File: src/rtl/fetch_pc_unit_if.sv
// Fetch request bus between the PC unit (master) and instruction memory (slave).
interface fetch_pc_unit_if #(
  parameter int unsigned PC_WIDTH = 32
);
  logic                fetch_valid;
  logic                fetch_ready;
  logic [PC_WIDTH-1:0] fetch_addr;
  logic                fetch_compressed;

  modport master (
    output fetch_valid,
    output fetch_addr,
    input  fetch_ready,
    input  fetch_compressed
  );

  modport slave (
    input  fetch_valid,
    input  fetch_addr,
    output fetch_ready,
    output fetch_compressed
  );
endinterface

File: src/rtl/fetch_pc_unit.sv
// Program counter and fetch-request generator: sequential step, jump/trap redirect,
// halt/resume and misaligned-target detection.
module fetch_pc_unit #(
  parameter int unsigned           PC_WIDTH     = 32,
  parameter logic [PC_WIDTH-1:0]   RESET_VECTOR = '0,
  parameter bit                    COMPRESSED   = 1'b0
) (
  input  logic                clk,
  input  logic                rst,
  fetch_pc_unit_if.master     bus,
  input  logic                jump,
  input  logic                not_relative_pc,
  input  logic [PC_WIDTH-1:0] jump_address,
  input  logic                trap,
  input  logic [PC_WIDTH-1:0] trap_vector,
  input  logic                halt_req,
  output logic                halted,
  output logic                misaligned_fault
);

  localparam logic [PC_WIDTH-1:0] STEP_FULL  = PC_WIDTH'(4);
  localparam logic [PC_WIDTH-1:0] STEP_HALF  = PC_WIDTH'(2);
  localparam logic [PC_WIDTH-1:0] ALIGN_MASK = ~PC_WIDTH'(3);

  typedef enum logic [1:0] {
    ST_BOOT = 2'd0,
    ST_RUN  = 2'd1,
    ST_HALT = 2'd2
  } state_e;

  state_e              state_q, state_d;
  logic [PC_WIDTH-1:0] pc_q, pc_d;
  logic                fault_q, fault_d;
  logic [PC_WIDTH-1:0] target;
  logic [PC_WIDTH-1:0] trap_aligned;
  logic [PC_WIDTH-1:0] step;
  logic                misaligned;
  logic                accept;
  logic                redirect;
  logic                valid;
  logic                halt_state;

  // State register
  always_ff @(posedge clk or negedge rst) begin
    if (!rst) state_q <= ST_BOOT;
    else      state_q <= state_d;
  end

  assign accept   = (state_q == ST_RUN) && bus.fetch_ready;
  assign redirect = trap || jump;

  // Next state: leaving RUN only once the outstanding request is accepted or flushed
  always_comb begin
    state_d = state_q;
    case (state_q)
      ST_BOOT: state_d = halt_req ? ST_HALT : ST_RUN;
      ST_RUN:  if (halt_req && (accept || redirect)) state_d = ST_HALT;
      ST_HALT: if (!halt_req) state_d = ST_RUN;
      default: state_d = ST_BOOT;
    endcase
  end

  // Outputs decoded from the state register only
  always_comb begin
    valid      = 1'b0;
    halt_state = 1'b0;
    case (state_q)
      ST_RUN:  valid      = 1'b1;
      ST_HALT: halt_state = 1'b1;
      default: ;
    endcase
  end

  assign bus.fetch_valid = valid;
  assign bus.fetch_addr  = pc_q;
  assign halted          = halt_state;

  assign trap_aligned = trap_vector & ALIGN_MASK;
  assign target       = (not_relative_pc ? '0 : pc_q) + jump_address;
  assign misaligned   = COMPRESSED ? target[0] : (target[1:0] != 2'b00);
  assign step         = (COMPRESSED && bus.fetch_compressed) ? STEP_HALF : STEP_FULL;

  // Next PC: trap > jump > accepted step > hold; frozen during BOOT
  always_comb begin
    pc_d    = pc_q;
    fault_d = 1'b0;
    if (state_q != ST_BOOT) begin
      if (trap) begin
        pc_d = trap_aligned;
      end else if (jump) begin
        if (misaligned) begin
          pc_d    = trap_aligned;
          fault_d = 1'b1;
        end else begin
          pc_d = target;
        end
      end else if (accept) begin
        pc_d = pc_q + step;
      end
    end
  end

  always_ff @(posedge clk or negedge rst) begin
    if (!rst) begin
      pc_q    <= RESET_VECTOR;
      fault_q <= 1'b0;
    end else begin
      pc_q    <= pc_d;
      fault_q <= fault_d;
    end
  end

  assign misaligned_fault = fault_q;

endmodule
File: src/flat_wrapper.sv
// flat-port wrapper written by rule: the top's interface ports become plain ports
module fetch_pc_unit_flat 
#(
  parameter int unsigned           PC_WIDTH     = 32,
  parameter logic [PC_WIDTH-1:0]   RESET_VECTOR = '0,
  parameter bit                    COMPRESSED   = 1'b0
)
  (clk, rst, jump, not_relative_pc, jump_address, trap, trap_vector, halt_req, halted, misaligned_fault, bus_fetch_valid, bus_fetch_addr, bus_fetch_ready, bus_fetch_compressed);
  fetch_pc_unit_if #(.PC_WIDTH(PC_WIDTH)) bus_i ();
  input  logic clk;
  input  logic rst;
  input  logic jump;
  input  logic not_relative_pc;
  input  logic [PC_WIDTH-1:0] jump_address;
  input  logic trap;
  input  logic [PC_WIDTH-1:0] trap_vector;
  input  logic halt_req;
  output logic halted;
  output logic misaligned_fault;
  output wire logic [$bits(bus_i.fetch_valid)-1:0] bus_fetch_valid;
  output wire logic [$bits(bus_i.fetch_addr)-1:0] bus_fetch_addr;
  input wire logic [$bits(bus_i.fetch_ready)-1:0] bus_fetch_ready;
  input wire logic [$bits(bus_i.fetch_compressed)-1:0] bus_fetch_compressed;
  assign bus_fetch_valid = bus_i.fetch_valid;
  assign bus_fetch_addr = bus_i.fetch_addr;
  assign bus_i.fetch_ready = bus_fetch_ready;
  assign bus_i.fetch_compressed = bus_fetch_compressed;
  fetch_pc_unit #(.PC_WIDTH(PC_WIDTH), .RESET_VECTOR(RESET_VECTOR), .COMPRESSED(COMPRESSED)) u_core (.clk(clk), .rst(rst), .bus(bus_i), .jump(jump), .not_relative_pc(not_relative_pc), .jump_address(jump_address), .trap(trap), .trap_vector(trap_vector), .halt_req(halt_req), .halted(halted), .misaligned_fault(misaligned_fault));
endmodule
File: config.mk
export PLATFORM = sky130hd
export DESIGN_NAME = fetch_pc_unit_flat
export DESIGN_NICKNAME = d
export VERILOG_FILES = /design/src/rtl/fetch_pc_unit_if.sv /design/src/rtl/fetch_pc_unit.sv /design/src/flat_wrapper.sv
export SDC_FILE = /design/constraint.sdc
export NUM_CORES = 1
export LEC_CHECK = 0
export ABC_AREA = 0
export CAP_MARGIN = 5
export CORE_MARGIN = 1.5
export CORE_UTILIZATION = 55
export CTS_CLUSTER_SIZE = 24
export DETAILED_ROUTE_END_ITERATION = 10
export PLACE_DENSITY_LB_ADDON = 0.05
export RECOVER_POWER = 100
export REMOVE_ABC_BUFFERS = 1
export SETUP_SLACK_MARGIN = 0.3
export SLEW_MARGIN = 25
export SYNTH_ARGS = -nofsm -noshare
export SYNTH_HDL_FRONTEND = slang
export SYNTH_SLANG_ARGS = --single-unit
File: constraint.sdc
create_clock -name clk -period 6.35 [get_ports clk]
set_input_delay 0.9525 -clock clk [delete_from_list [all_inputs] [get_ports clk]]
set_output_delay 0.9525 -clock clk [all_outputs]
set_load 0.05 [all_outputs]
Yosys cells after proc, flatten, opt, wreduce, memory -nomap -nowiden --
Index checks and enable logic that the tools add are counted.
Word-level totals: bits in registers 35, bits in latches 0, bits in writable memories 0, ROM bits 0, bits of input ports 72, output and inout bits 35, memories 0
Operators by class: add/subtract/negate cells 2, multiply operators 0, divide/modulo/power cells 0, $lt $le $gt $ge 0, eq/ne operators 4, shift operators 0, mux-type cells 15, bitwise gates (word level) 0, reduce and logical (&&, ||, !) cells 10
Operators by type and width (number):
- $mux W32 | 5
- $add A32 B3 Y32 const B | 1
- $add A32 B32 Y32 | 1
- $mux W1 | 6
- $mux W2 | 3
- $pmux W2 S3 | 1
- $ne A2 B2 Y1 const B | 2
- $reduce_and A2 Y1 | 2
- $reduce_bool A2 Y1 | 2
- $reduce_bool A3 Y1 | 1
- $eq A2 B1 Y1 const B | 1
- $eq A2 B2 Y1 const B | 1
- $logic_and A1 B1 Y1 | 2
- $logic_not A2 Y1 | 1
- $logic_or A1 B1 Y1 | 2

Logic depth before layout (Yosys ltp) --
depth in word-level cells 7, gate-level depth with buffers 14, depth with buffers taken out 12

Worst setup path before layout --
No wires, ideal clock.
path type input to register, start point in not_relative_pc, end point reg u_core.pc_q[30] (netlist: u_core.bus.fetch_addr[30]), library setup time 0.120 ns, data arrival time 3.421 ns, data required time 6.230 ns, path slack 2.810 ns, stages 13, cells stage by stage clkbuf_1 nor2b_1 ha_1 inv_1 fa_1 nand2b_1 a21oi_2 o21ai_1 a21boi_2 o2111ai_2 o31a_1 a311o_1 a31o_1
Between the ends: cells in the longest elaborated chain, start to end 6
Ends and longest elaborated chain:
- start: declaration | line flat_wrapper.sv:13 | input logic not_relative_pc;
- $mux W32 * | line fetch_pc_unit.sv:79 | assign target = (not_relative_pc ? '0 : pc_q) + jump_address;
- $add A32 B32 Y32 * | line fetch_pc_unit.sv:79
- $reduce_bool A2 Y1 | line fetch_pc_unit.sv:80 | assign misaligned = COMPRESSED ? target[0] : (target[1:0] != 2'b00);
- $mux W32 * | line fetch_pc_unit.sv:91 | if (misaligned) begin
- $mux W32 * | line fetch_pc_unit.sv:90 | end else if (jump) begin
- $mux W32 * | line fetch_pc_unit.sv:88 | if (trap) begin
- end signal: assignment | line fetch_pc_unit.sv:108 | pc_q <= pc_d;
- end: declaration | line fetch_pc_unit.sv:32 | logic [PC_WIDTH-1:0] pc_q, pc_d;
Mark *: on every way between the ends. The rest lies on a longest branch, timed or not. A chain may end at the register's enable or synchronous reset.

Worst setup path in the final report --
start point in not_relative_pc, end point reg u_core.pc_q[21] (netlist: u_core.bus.fetch_addr[21])
Same word-level chain as after synthesis.

==> results.md <==
Run status:
- The run finished, with violations left.
- The final reports fail on capacitance limit, slew limit.

Clock network:
- The number of buffers created by CTS is 5.
- After clock tree synthesis, the setup repair step added 0 buffers.
- The H-tree was split into 2 levels.
- For the worst-skew pair, the clock arrives at the later sink with an insertion delay of 0.30 ns.
- The number of instances resized during post-cts repair is 0.
- TritonCTS built the clock tree.
- The clock slew at the register clock pins of the worst setup and hold paths is 0.09 ns.
- The count of clock tree sinks is 35.
- The cell chosen for the clock root is sky130_fd_sc_hd__clkbuf_8.
- The maximum number of buffers from clock root to sink is 2.
- The number of hold-repair buffers added at the cts stage is 0.

STA:
- The highest clock rate is 185 MHz.
- The actual transition at the worst max-transition pin is 2.05 ns.
- The accumulated negative setup slack is 0 ns.
- The final count of pins violating max slew came to 61.
- The worst hold margin is 0.529 ns.
- For the final database, setup skew stands at 0.0161 ns.
- The worst path needs 5.41 ns of the cycle, external delays included.
- The relative max-transition margin is -36.4%.
- The final-report hold violation count is 0.
- Setup repair after global routing left no endpoint under its margin.
- Dividing the final minimum period by the clock period gives 85.2%.
- Once routing completed, OpenROAD measured the worst setup slack at 0.938 ns.
- The number of endpoints failing setup at the final stage is 0.

Die:
- The standard cell core area is 7770 µm².
- The initial core utilization is 56.9%.
- In this run the horizontal extent of the chip is 92.6 µm.
- The die height is 92.6 µm.
- Row generation in the floorplan step produced 32 rows.
- Pin placement for this block handled 107 I/O pins.
- The floorplan die area is 8580 µm².

Logic synthesis:
- The post-synth design cell area is 4420 µm².
- Yosys mapped a number of flops with a built-in enable equal to 0.
- For this run, the number of Yosys warnings is 0.
- The fraction of registers with async set or reset after synthesis is 100%.
- The count of cell types in the netlist is 72.
- The average footprint of a synthesized cell is 7.37 µm².
- The most used flip-flop cell after synthesis is sky130_fd_sc_hd__dfrtp_1.
- The fraction of the yosys area taken by sequential cells is 19.8%.
- The synthesis-stage register bit count is 35.
- Synthesis produced a netlist whose cell count is 599.

Setup path:
- The endpoint type of the worst setup path is a flip-flop.
- The most used cell along the critical path is sky130_fd_sc_hd__o21ai_0.
- At the worst endpoint, the required time is 6.51 ns.
- On the worst path, the slowest cell contributes a delay of 1.01 ns.
- Together, buffers and inverters on the worst path number 2.
- The maximum fanout encountered on the critical timing path is 26.
- The critical path start-end classification is primary input to flip-flop.
- The kind of cell with the highest combined delay on the critical path is compound AO/OA/AOI/OAI gates.
- The critical path's slowest cell is sky130_fd_sc_hd__clkbuf_1.
- The data arrival at the endpoint of the critical path is 5.57 ns.
- The worst setup path is launched from a primary input.
- Walking the worst path, the cells encountered are dlygate4sd3_1 > clkbuf_1 > nor2b_1 > ha_1 > nand4_1 > a211oi_1 > a21oi_1 > o21ai_0 > a211oi_2 > xnor2_1 > a222oi_1 > o21ai_0.
- The reg-to-reg setup timing slack is 2.60 ns.

Placed design:
- At the placement stage, the worst setup path has a slack of 1.66 ns.
- The number of buffer cells added on primary ports is 103.
- At the end of routability-driven placement, the weighted congestion stood at 0.905.
- The number of placed instances, taps included, is 779.
- The placed wire-length estimate after detailed placement is 10.9 mm.

Finish:
- Once layout is complete, the utilization of the core stands at 71.7%.
- The number of standard cells in the final layout excluding fillers is 787.
- The share of post-route cells with drive strength above 1 is 3.50%.
- The diode insertion count for antenna repair is 0.
- The layout net count is 789.
- After filler insertion, the fill cell instance count of the layout stands at 670.
- Compared with the post-synthesis result, the final layout area differs by 26.1%.

Route:
- The detailed router finished its first iteration with 460 violations.
- The DRC violations left is 0.
- The detail route stage leaves a number of antenna-violating nets equal to 0.
- For this block, the via count after detailed routing is 5,063.
- The total detailed-routing wirelength is 14.4 mm.
- The detailed-router iteration count before antenna repair is 5.
- The routed length per placed instance is 18.3 µm.
- Dividing the detail-routed via count by the number of cells gives 6.43.

Flow run:
- The reported max-cap violation count is 2.

Pwr:
- The power density normalized to cell area is 229 nW/µm².
- The largest voltage drop on the vdd net is 0.000131 V.
- The reported leakage power is 2.21 nW.

GRT:
- Global routing used 33.9% of the available tracks across all layers.
- The number of global-route vias before repair is 4,872.
- The number of antenna violations at the first check in global routing is 0.
- The total grt overflow is 0.
- The first global-routing pass estimated 23.3 mm of wire.
- Entering global routing, the biggest net connects 40 pins.

Hold path:
- The path class of the tightest hold or removal check is flip-flop to flip-flop.
-- metrics by stage --
step / area, µm² / power (mW)
after floorplan: 4310 / 0.842
after global placement: 5500 / 1.08
after detailed placement: 5500 / 1.10
after CTS: 5600 / 1.28
after global routing: 5570 / 1.34
final: 5570 / 1.27
-- placed cells by master, fill, tap and decap left out, drive strengths merged, types with 5 or more instances in the layout --
master,n
clkdlybuf4s50,65
nand2,60
o21ai,58
nor2,53
a21oi,46
dlygate4sd3,38
nor2b,37
dfrtp,35
ha,32
nand3,26
xnor2,22
xor2,21
nor3,20
inv,12
a21o,11
nand4,11
nand2b,10
a22oi,9
clkbuf,9
a221oi,8
o22ai,8
a211oi,8
a222oi,7
and2,6
and3,5
o21a,5
nor4,5
-- area by class of cell --
class	instances	area, µm²	share of cell area, %
Multi-Input combinational cell	522	3370	60.5
Clock inverter	2	16.3	0.292
Tap cell	102	128	2.29
Clock buffer	6	82.6	1.48
Timing Repair Buffer	107	1050	18.8
Sequential cell	35	876	15.7
Inverter	13	48.8	0.876
-- final timing paths --
check,start,endpoint,cells after the start
setup / recovery,not_relative_pc,u_core.bus.fetch_addr[21],12
hold reg to reg,u_core.bus.fetch_addr[0],u_core.bus.fetch_addr[0],1
hold / removal,u_core.bus.fetch_addr[0],u_core.bus.fetch_addr[0],1
setup reg to reg,u_core.bus.fetch_addr[0],u_core.bus.fetch_addr[30],11
max in group asynchronous,rst,u_core.bus.fetch_addr[18],2
min in group asynchronous,rst,u_core.bus.fetch_addr[27],2
-- cell families (layout without fill, tap and decap cells) --
| logic type | Yosys count | count (layout) | share of synthesized area (%) |
|---|---|---|---|
| compound gates | 194 | 194 | 28.9 |
| xor+xnor | 43 | 43 | 8.53 |
| fa+ha+maj | 33 | 33 | 9.52 |
| buf+inv | 42 | 128 | 3.63 |
| flops | 35 | 35 | 19.8 |
| mux | 2 | 2 | 0.482 |
| simple gates | 250 | 250 | 29.1 |
-- power breakdown --
| group | internal [mW] | switching (mW) | total, mW |
|---|---|---|---|
| Sequential | 0.263 | 0.0838 | 0.347 |
| Clock | 0.0888 | 0.0969 | 0.186 |
| Combinational | 0.285 | 0.456 | 0.741 |
| Total | 0.637 | 0.637 | 1.27 |
-- flip-flops by register name, summed over array words and instances, names as in the netlist --
signal / flops
u_core.misaligned_fault: 1
u_core.bus.fetch_addr: 32
u_core.state_q: 2
-- cells in the mapped netlist (7+ instances only) --
| master | n | area share [%] |
|---|---|---|
| sky130_fd_sc_hd__a222oi_1 | 7 | 1.6 |
| sky130_fd_sc_hd__a22oi_1 | 9 | 1.5 |
| sky130_fd_sc_hd__clkbuf_1 | 25 | 2.1 |
| sky130_fd_sc_hd__o22ai_1 | 8 | 1.1 |
| sky130_fd_sc_hd__dfrtp_1 | 35 | 20 |
| sky130_fd_sc_hd__a21oi_1 | 45 | 5.1 |
| sky130_fd_sc_hd__xnor2_1 | 22 | 4.4 |
| sky130_fd_sc_hd__nor3_1 | 18 | 2.0 |
| sky130_fd_sc_hd__ha_1 | 32 | 9.1 |
| sky130_fd_sc_hd__a221oi_1 | 8 | 1.6 |
| sky130_fd_sc_hd__o21ai_0 | 47 | 5.3 |
| sky130_fd_sc_hd__xor2_1 | 21 | 4.2 |
| sky130_fd_sc_hd__nand2b_1 | 10 | 1.4 |
| sky130_fd_sc_hd__a21o_1 | 11 | 1.9 |
| sky130_fd_sc_hd__o21ai_1 | 11 | 1.2 |
| sky130_fd_sc_hd__nand3_1 | 26 | 2.9 |
| sky130_fd_sc_hd__nand2_1 | 60 | 5.1 |
| sky130_fd_sc_hd__inv_1 | 12 | 1.0 |
| sky130_fd_sc_hd__nor2b_1 | 37 | 5.2 |
| sky130_fd_sc_hd__nor2_1 | 53 | 4.5 |
| sky130_fd_sc_hd__nand4_1 | 10 | 1.4 |
-- per-layer routing --
metal	routed length [µm]	up-vias	part of all wire, %	global-route usage [%]
li1	-	2387	-	-
met1	5890	2355	41	43.3
met2	6820	286	47	55.2
met3	1300	35	9.0	8.13
met4	352	0	2.5	12.9
met5	0	-	0	0
Note: power is estimated with default switching activity, not from simulation.
